### src/rtl/risky_uart_pkg.sv
// Shared types and default sizes for the UART transmit arbiter.
// Optional statistics counters are enabled by defining UART_ARB_STATS_EN.
package risky_uart_pkg;

    localparam int BYTE_CYCLES_DEFAULT = 8681;
    localparam int FIFO_DEPTH_DEFAULT  = 16;

    // Which requester received the most recent push.
    typedef enum logic {
        GNT_CPU = 1'b0,
        GNT_DBG = 1'b1
    } grant_e;

    // Drain pacing states.
    typedef enum logic {
        IDLE = 1'b0,
        GAP  = 1'b1
    } drain_state_e;

endpackage

### src/rtl/uart_tx_arbiter_if.sv
// Byte request handshakes from the CPU store path and the debug source.
// The producer side uses the master modport; the arbiter uses slave.
interface uart_tx_arbiter_if;

    logic       cpu_valid;
    logic [7:0] cpu_data;
    logic       cpu_ready;
    logic       dbg_valid;
    logic [7:0] dbg_data;
    logic       dbg_ready;

    modport master (
        output cpu_valid, cpu_data, dbg_valid, dbg_data,
        input  cpu_ready, dbg_ready
    );

    modport slave (
        input  cpu_valid, cpu_data, dbg_valid, dbg_data,
        output cpu_ready, dbg_ready
    );

endinterface

### src/rtl/uart_tx_fifo.sv
// Single-clock byte FIFO with registered occupancy.
// Read data is presented from the head entry so the drain logic can capture
// it on the same edge it pops.
module uart_tx_fifo
    import risky_uart_pkg::*;
#(
    parameter int DEPTH = FIFO_DEPTH_DEFAULT
) (
    input  logic                     clk,
    input  logic                     rstd,
    input  logic                     push_i,
    input  logic [7:0]               push_data_i,
    input  logic                     pop_i,
    output logic [7:0]               rd_data_o,
    output logic                     full_o,
    output logic                     empty_o,
    output logic [$clog2(DEPTH):0]   level_o
);

    localparam int AW = $clog2(DEPTH);
    localparam logic [AW:0] LEVEL_FULL = (AW + 1)'(DEPTH);

    logic [7:0]    mem_q [DEPTH];
    logic [AW-1:0] wr_ptr_q, wr_ptr_d;
    logic [AW-1:0] rd_ptr_q, rd_ptr_d;
    logic [AW:0]   level_q, level_d;
    logic          push_ok, pop_ok;

    // Overflow/underflow requests are ignored rather than corrupting state.
    assign push_ok = push_i && (level_q != LEVEL_FULL);
    assign pop_ok  = pop_i  && (level_q != '0);

    // Pointer and level next-state; pointers wrap naturally at DEPTH.
    always_comb begin
        wr_ptr_d = wr_ptr_q;
        rd_ptr_d = rd_ptr_q;
        level_d  = level_q;
        if (push_ok) begin
            wr_ptr_d = wr_ptr_q + 1'b1;
        end
        if (pop_ok) begin
            rd_ptr_d = rd_ptr_q + 1'b1;
        end
        if (push_ok && !pop_ok) begin
            level_d = level_q + 1'b1;
        end else if (pop_ok && !push_ok) begin
            level_d = level_q - 1'b1;
        end
    end

    // Storage write; contents need no reset since level gates all reads.
    always_ff @(posedge clk) begin
        if (push_ok) begin
            mem_q[wr_ptr_q] <= push_data_i;
        end
    end

    // Pointer and occupancy registers.
    always_ff @(posedge clk or negedge rstd) begin
        if (!rstd) begin
            wr_ptr_q <= '0;
            rd_ptr_q <= '0;
            level_q  <= '0;
        end else begin
            wr_ptr_q <= wr_ptr_d;
            rd_ptr_q <= rd_ptr_d;
            level_q  <= level_d;
        end
    end

    assign rd_data_o = mem_q[rd_ptr_q];
    assign full_o    = (level_q == LEVEL_FULL);
    assign empty_o   = (level_q == '0);
    assign level_o   = level_q;

endmodule

### src/rtl/uart_tx_arbiter.sv
// Shares one UART transmitter between the CPU store path and a debug source.
// Round-robin arbitration on ties, a byte FIFO, and a drain FSM that spaces
// write strobes exactly BYTE_CYCLES apart (the UART has no busy flag).
// Define UART_ARB_STATS_EN to add tx_count and cpu_stall_cycles outputs.
module uart_tx_arbiter
    import risky_uart_pkg::*;
#(
    parameter int DEPTH       = FIFO_DEPTH_DEFAULT,
    parameter int BYTE_CYCLES = BYTE_CYCLES_DEFAULT
) (
    input  logic                   clk,
    input  logic                   rstd,
    uart_tx_arbiter_if.slave       req_if,
    output logic                   uart_wr_o,
    output logic [7:0]             uart_dat_o,
    output logic [$clog2(DEPTH):0] fifo_level
`ifdef UART_ARB_STATS_EN
    ,
    output logic [15:0]            tx_count,
    output logic [15:0]            cpu_stall_cycles
`endif
);

    localparam int GW = $clog2(BYTE_CYCLES);
    localparam logic [GW-1:0] GAP_RELOAD = GW'(BYTE_CYCLES - 2);

    grant_e       last_grant_q, last_grant_d;
    drain_state_e state_q, state_d;
    logic [GW-1:0] gap_q, gap_d;
    logic          wr_q, wr_d;
    logic [7:0]    dat_q, dat_d;

    logic          fifo_full, fifo_empty;
    logic [7:0]    fifo_rd_data;
    logic [$clog2(DEPTH):0] level;
    logic          cpu_grant, dbg_grant;
    logic          push, pop;
    logic [7:0]    push_data;

    uart_tx_fifo #(
        .DEPTH (DEPTH)
    ) u_fifo (
        .clk         (clk),
        .rstd        (rstd),
        .push_i      (push),
        .push_data_i (push_data),
        .pop_i       (pop),
        .rd_data_o   (fifo_rd_data),
        .full_o      (fifo_full),
        .empty_o     (fifo_empty),
        .level_o     (level)
    );

    // Ready generation from registered occupancy; alternate grants on a tie.
    always_comb begin
        cpu_grant = 1'b0;
        dbg_grant = 1'b0;
        if (req_if.cpu_valid && req_if.dbg_valid) begin
            if (last_grant_q == GNT_DBG) begin
                cpu_grant = !fifo_full;
            end else begin
                dbg_grant = !fifo_full;
            end
        end else if (req_if.cpu_valid) begin
            cpu_grant = !fifo_full;
        end else if (req_if.dbg_valid) begin
            dbg_grant = !fifo_full;
        end
    end

    assign req_if.cpu_ready = cpu_grant;
    assign req_if.dbg_ready = dbg_grant;

    // Push selection and grant history, which moves only on a real push.
    always_comb begin
        push         = 1'b0;
        push_data    = req_if.cpu_data;
        last_grant_d = last_grant_q;
        if (req_if.cpu_valid && cpu_grant) begin
            push         = 1'b1;
            push_data    = req_if.cpu_data;
            last_grant_d = GNT_CPU;
        end else if (req_if.dbg_valid && dbg_grant) begin
            push         = 1'b1;
            push_data    = req_if.dbg_data;
            last_grant_d = GNT_DBG;
        end
    end

    // Drain FSM: launch a byte from IDLE, then count out the byte-time in GAP.
    always_comb begin
        state_d = state_q;
        gap_d   = gap_q;
        wr_d    = 1'b0;
        dat_d   = dat_q;
        pop     = 1'b0;
        case (state_q)
            IDLE: begin
                if (!fifo_empty) begin
                    pop     = 1'b1;
                    wr_d    = 1'b1;
                    dat_d   = fifo_rd_data;
                    gap_d   = GAP_RELOAD;
                    state_d = GAP;
                end
            end
            GAP: begin
                if (gap_q == '0) begin
                    state_d = IDLE;
                end else begin
                    gap_d = gap_q - 1'b1;
                end
            end
            default: state_d = IDLE;
        endcase
    end

    // Arbitration and drain state registers.
    always_ff @(posedge clk or negedge rstd) begin
        if (!rstd) begin
            last_grant_q <= GNT_DBG;
            state_q      <= IDLE;
            gap_q        <= '0;
            wr_q         <= 1'b0;
            dat_q        <= 8'h00;
        end else begin
            last_grant_q <= last_grant_d;
            state_q      <= state_d;
            gap_q        <= gap_d;
            wr_q         <= wr_d;
            dat_q        <= dat_d;
        end
    end

    assign uart_wr_o  = wr_q;
    assign uart_dat_o = dat_q;
    assign fifo_level = level;

`ifdef UART_ARB_STATS_EN
    logic [15:0] tx_count_q;
    logic [15:0] stall_q;

    // Strobe count (wrapping) and CPU stall cycles (saturating).
    always_ff @(posedge clk or negedge rstd) begin
        if (!rstd) begin
            tx_count_q <= 16'h0000;
            stall_q    <= 16'h0000;
        end else begin
            if (pop) begin
                tx_count_q <= tx_count_q + 16'd1;
            end
            if (req_if.cpu_valid && !cpu_grant && (stall_q != 16'hFFFF)) begin
                stall_q <= stall_q + 16'd1;
            end
        end
    end

    assign tx_count         = tx_count_q;
    assign cpu_stall_cycles = stall_q;
`endif

endmodule

### src/flat_wrapper.sv
// flat-port wrapper written by rule: the top's interface ports become plain ports
module uart_tx_arbiter_flat import risky_uart_pkg::*;
#(
    parameter int DEPTH       = FIFO_DEPTH_DEFAULT,
    parameter int BYTE_CYCLES = BYTE_CYCLES_DEFAULT
)
  (clk, rstd, uart_wr_o, uart_dat_o, fifo_level, req_if_cpu_valid, req_if_cpu_data, req_if_dbg_valid, req_if_dbg_data, req_if_cpu_ready, req_if_dbg_ready);
  uart_tx_arbiter_if req_if_i ();
  input  logic clk;
  input  logic rstd;
  output logic uart_wr_o;
  output logic [7:0] uart_dat_o;
  output logic [$clog2(DEPTH):0] fifo_level;
  input wire logic [$bits(req_if_i.cpu_valid)-1:0] req_if_cpu_valid;
  input wire logic [$bits(req_if_i.cpu_data)-1:0] req_if_cpu_data;
  input wire logic [$bits(req_if_i.dbg_valid)-1:0] req_if_dbg_valid;
  input wire logic [$bits(req_if_i.dbg_data)-1:0] req_if_dbg_data;
  output wire logic [$bits(req_if_i.cpu_ready)-1:0] req_if_cpu_ready;
  output wire logic [$bits(req_if_i.dbg_ready)-1:0] req_if_dbg_ready;
  assign req_if_i.cpu_valid = req_if_cpu_valid;
  assign req_if_i.cpu_data = req_if_cpu_data;
  assign req_if_i.dbg_valid = req_if_dbg_valid;
  assign req_if_i.dbg_data = req_if_dbg_data;
  assign req_if_cpu_ready = req_if_i.cpu_ready;
  assign req_if_dbg_ready = req_if_i.dbg_ready;
  uart_tx_arbiter #(.DEPTH(DEPTH), .BYTE_CYCLES(BYTE_CYCLES)) u_core (.clk(clk), .rstd(rstd), .req_if(req_if_i), .uart_wr_o(uart_wr_o), .uart_dat_o(uart_dat_o), .fifo_level(fifo_level));
endmodule
### config.mk
export PLATFORM = sky130hd
export DESIGN_NAME = uart_tx_arbiter_flat
export DESIGN_NICKNAME = d
export VERILOG_FILES = /design/src/rtl/risky_uart_pkg.sv /design/src/rtl/uart_tx_arbiter_if.sv /design/src/rtl/uart_tx_fifo.sv /design/src/rtl/uart_tx_arbiter.sv /design/src/flat_wrapper.sv
export SDC_FILE = /design/constraint.sdc
export NUM_CORES = 1
export LEC_CHECK = 0
export BUFFER_PORTS_ARGS = -buffer_cell sky130_fd_sc_hd__buf_2
export CAP_MARGIN = 15
export CORE_MARGIN = 2
export CORE_UTILIZATION = 45
export CTS_CLUSTER_DIAMETER = 200
export DETAILED_ROUTE_END_ITERATION = 10
export MAX_ROUTING_LAYER = met4
export PLACE_DENSITY = 0.67
export SYNTH_ARGS = -nofsm -noshare
export SYNTH_HDL_FRONTEND = slang
export SYNTH_SLANG_ARGS = --single-unit
### constraint.sdc
create_clock -name clk -period 5.6 [get_ports clk]
set_input_delay 0.28 -clock clk [delete_from_list [all_inputs] [get_ports clk]]
set_output_delay 0.28 -clock clk [all_outputs]
set_load 0.005 [all_outputs]
==> results.json <==
{
  "status": "completed",
  "io_pins": 36,
  "detail-route-antenna-nets": 0,
  "start_kind": "register",
  "max_stage_delay_ns": 0.64,
  "synth_cells": 411,
  "hold_class": "primary input to register",
  "initial_core_util_pct": 46.10,
  "grt_first_pass_wirelength_um": 21760,
  "fin_crit_sh_pct": 56.59,
  "synth_area_um2": 7008,
  "leakage_nw": 2.738,
  "cts.sinks": 166,
  "wl_um": 13870,
  "ctsHoldBuffers": 1,
  "cp-end-kind": "register",
  "rsz0062_at_grt": "false",
  "clock_skew_ns": 0.007270,
  "synth_edf_count": 128,
  "grt_antenna_before_repair": 0,
  "r2r-end": "u_core.u_fifo.level_o[4]",
  "dieArea_um2": 16590,
  "synth_area_per_cell_um2": 17.05,
  "synthArstFlopShare_pct": 22.89,
  "cp_max_fo": 13,
  "coreArea_um2": 15200,
  "yosysTopAreaCell": "edfxtp_1",
  "drt-initial-drc-count": 300,
  "drv_cap": 0,
  "worstSetupStartpoint": "u_core.u_fifo.level_o[0]",
  "crit_cells": 9,
  "ys.warnings.count": 0,
  "synth_nets": 442,
  "crit_end": "u_core.u_fifo.level_o[4]",
  "clkTransAtPathRegs_ns": 0.06,
  "yosys.area_share.simple_pct": 7.142,
  "power_density_nw_per_um2": 450.1,
  "ys_seq_area_share_pct": 68.43,
  "globalplace.congestion": 0.8752,
  "slowest_stage": "or4_1",
  "cts-resized-gates": 0,
  "tns_ns": 0,
  "crit_arrival_ns": 3.51,
  "hold_viol": 0,
  "ys_types": 50,
  "cts_setup_buffers": 0,
  "wl_per_cell_um": 21.43,
  "clock.fmax_mhz": 315.5,
  "dr_total_vias": 3815,
  "grt_max_degree": 39,
  "route.detailed.drc": 0,
  "r2r_cells": 9,
  "finalCriticalPeriod_ns": 3.169,
  "finalSetupViolCount": 0,
  "post-route-util_pct": 51.82,
  "grt_use_total_pct": 18.74,
  "critical_path_buf_inv_count": 1,
  "grt_pass1_vias": 3795,
  "muxShareOfSynthArea_pct": 14.14,
  "ys_ff_latch": 166,
  "cts_max_level": 4,
  "slew_viol_final": 0,
  "synth_fa_ha_area_share_pct": 2.071,
  "synth_compound_area_share_pct": 4.999,
  "worst_slack_ns": 2.431,
  "die_h_um": 128.8,
  "antenna_cells": 0,
  "timing.rr.start": "u_core.u_fifo.level_o[0]",
  "cts_root_buf": "clkbuf_16",
  "yosys.area_share.xor_xnor_pct": 1.250,
  "vias_per_cell": 5.896,
  "clk_latency_ns": 0.42,
  "drive_gt1_share_pct": 25.27,
  "synth_area_leaders": "edfxtp_1 (55%), dfrtp_1 (13%), mux4_2 (10%)",
  "die_x_um": 128.8,
  "cts.path.max_buffers": 2,
  "critPathRequiredTime_ns": 5.94,
  "gr-total-overflow": 0,
  "critical_path_class": "register to register",
  "num_rows": 45,
  "cp_cell_sequence": "or4_1 > o21ai_2 > ha_1 > inv_1 > fa_1 > a21o_1 > a21oi_1 > mux2i_1 > xnor2_1",
  "cts_buffers": 17,
  "dr.pass1.iters": 5,
  "dp_hpwl_um": 9173,
  "post-place-ws_ns": 2.451,
  "synth_top_family_by_area": "multiplexers",
  "critPathTopFamily": "compound AO/OA/AOI/OAI gates",
  "synth_top_area_share_pct": 54.85,
  "maxSlewHeadroom_pct": 40.97,
  "synthFlopType": "edfxtp_1",
  "nNetsFinal": 479,
  "cts_tree": "done",
  "port-buffer-count": 35,
  "ir_drop_mv": 0.3028,
  "worst_slew_pin_slew_ns": 0.8855,
  "syn_to_final_growth_pct": 12.41,
  "r2r_setup_slack_ns": 2.43
}
kinds of logic after synthesis:
kind of cell	Yosys count
flops	166
simple gates	83
mux	57
compound gates	55
buf+inv	29
fa+ha+maj	11
xor+xnor	10
placed cells by master (no fill, tap or decap), types with 13 or more instances in the layout:
cell	instances
edfxtp_1	128
dfrtp_1	36
a21oi_1	18
o22ai_1	14
and2_1	14
mux4_2	32
clkbuf_16	17
nor2_1	13
buf_2	35
nand2_1	18
synth_stat cells (2+ instances only):
library cell,instances
edfxtp_1,128
dfrtp_1,37
mux4_2,32
a21oi_1,18
nand2_1,18
and2_1,14
o22ai_1,14
nor2_1,13
clkbuf_1,12
ha_1,10
mux2_2,10
mux2i_1,9
xnor2_1,9
inv_1,8
mux2_1,6
buf_2,5
o31ai_1,5
and4_1,4
nand3_1,4
nor4_1,4
or4_1,4
a211oi_1,3
buf_6,3
nand4_1,3
nor4b_1,3
o21ai_0,3
a2111oi_0,2
a21o_1,2
a31oi_1,2
and3b_1,2
nand2b_1,2
nor2b_1,2
nor3_1,2
nor3_2,2
how the worst min path moves through the flow:
stage                     slack [ns]  cells past startpoint              endpoint             start
after floorplan                -0.02                      0       u_core.gap_q[0]              rstd
after global placement          0.44                      1  u_core.uart_dat_o[5]              rstd
after detailed placement        0.44                      1  u_core.uart_dat_o[6]              rstd
after CTS                       0.06                      2   u_core.last_grant_q  req_if_cpu_valid
after global routing            0.08                      2   u_core.last_grant_q  req_if_cpu_valid
final                           0.07                      2   u_core.last_grant_q  req_if_cpu_valid
power breakdown:
group / switching (mW) / internal [mW]
registers: 0.165 / 1.60
logic: 0.393 / 0.318
clock network: 0.461 / 0.608
total: 1.02 / 2.53
sequential cells by signal (all words and copies together), names as in the netlist:
register,flops
u_core.u_fifo.mem_q,128
u_core.gap_q,14
u_core.uart_dat_o,8
u_core.u_fifo.level_o,5
u_core.u_fifo.rd_ptr_q,4
u_core.u_fifo.wr_ptr_q,4
u_core.last_grant_q,1
u_core.state_q,1
u_core.uart_wr_o,1
worst reg2reg max path, cell delays in order, from the launching register on:
cell and delay (ns):
dfrtp_1 0.45, or4_1 0.64, o21ai_2 0.49, ha_1 0.27, inv_1 0.11, fa_1 0.42, a21o_1 0.17, a21oi_1 0.17
mux2i_1 0.23, xnor2_1 0.14
routing by layer:
layer	global-route usage [%]	routed length [um]
met5	-	0
met4	5.563	159
met3	4.241	718
met2	28.10	6670
met1	25.99	6318
through the flow:
step           instances  power (mW)  instance area, um2  hold WS [ns]
2_1_floorplan        411       2.269                7008      -0.01559
3_3_place_gp         616       2.465                7331        0.4418
3_5_place_dp         616       2.508                7331        0.4365
4_1_cts              647       3.577                7878       0.05514
5_1_grt              647       3.720                7878       0.07540
6_report             647       3.546                7878       0.07160
final cells by class:
| class | instances | area [um2] |
|---|---|---|
| tap | 188 | 235.2 |
| fill | 1236 | 7325 |
| timing repair buffer | 38 | 200.2 |
| clock inverter | 11 | 103.9 |
| clock buffer | 19 | 432.9 |
| inverter | 9 | 33.78 |
| sequential | 166 | 4797 |
| multi-input combinational | 216 | 2074 |
(Power assumes the default switching activity.)
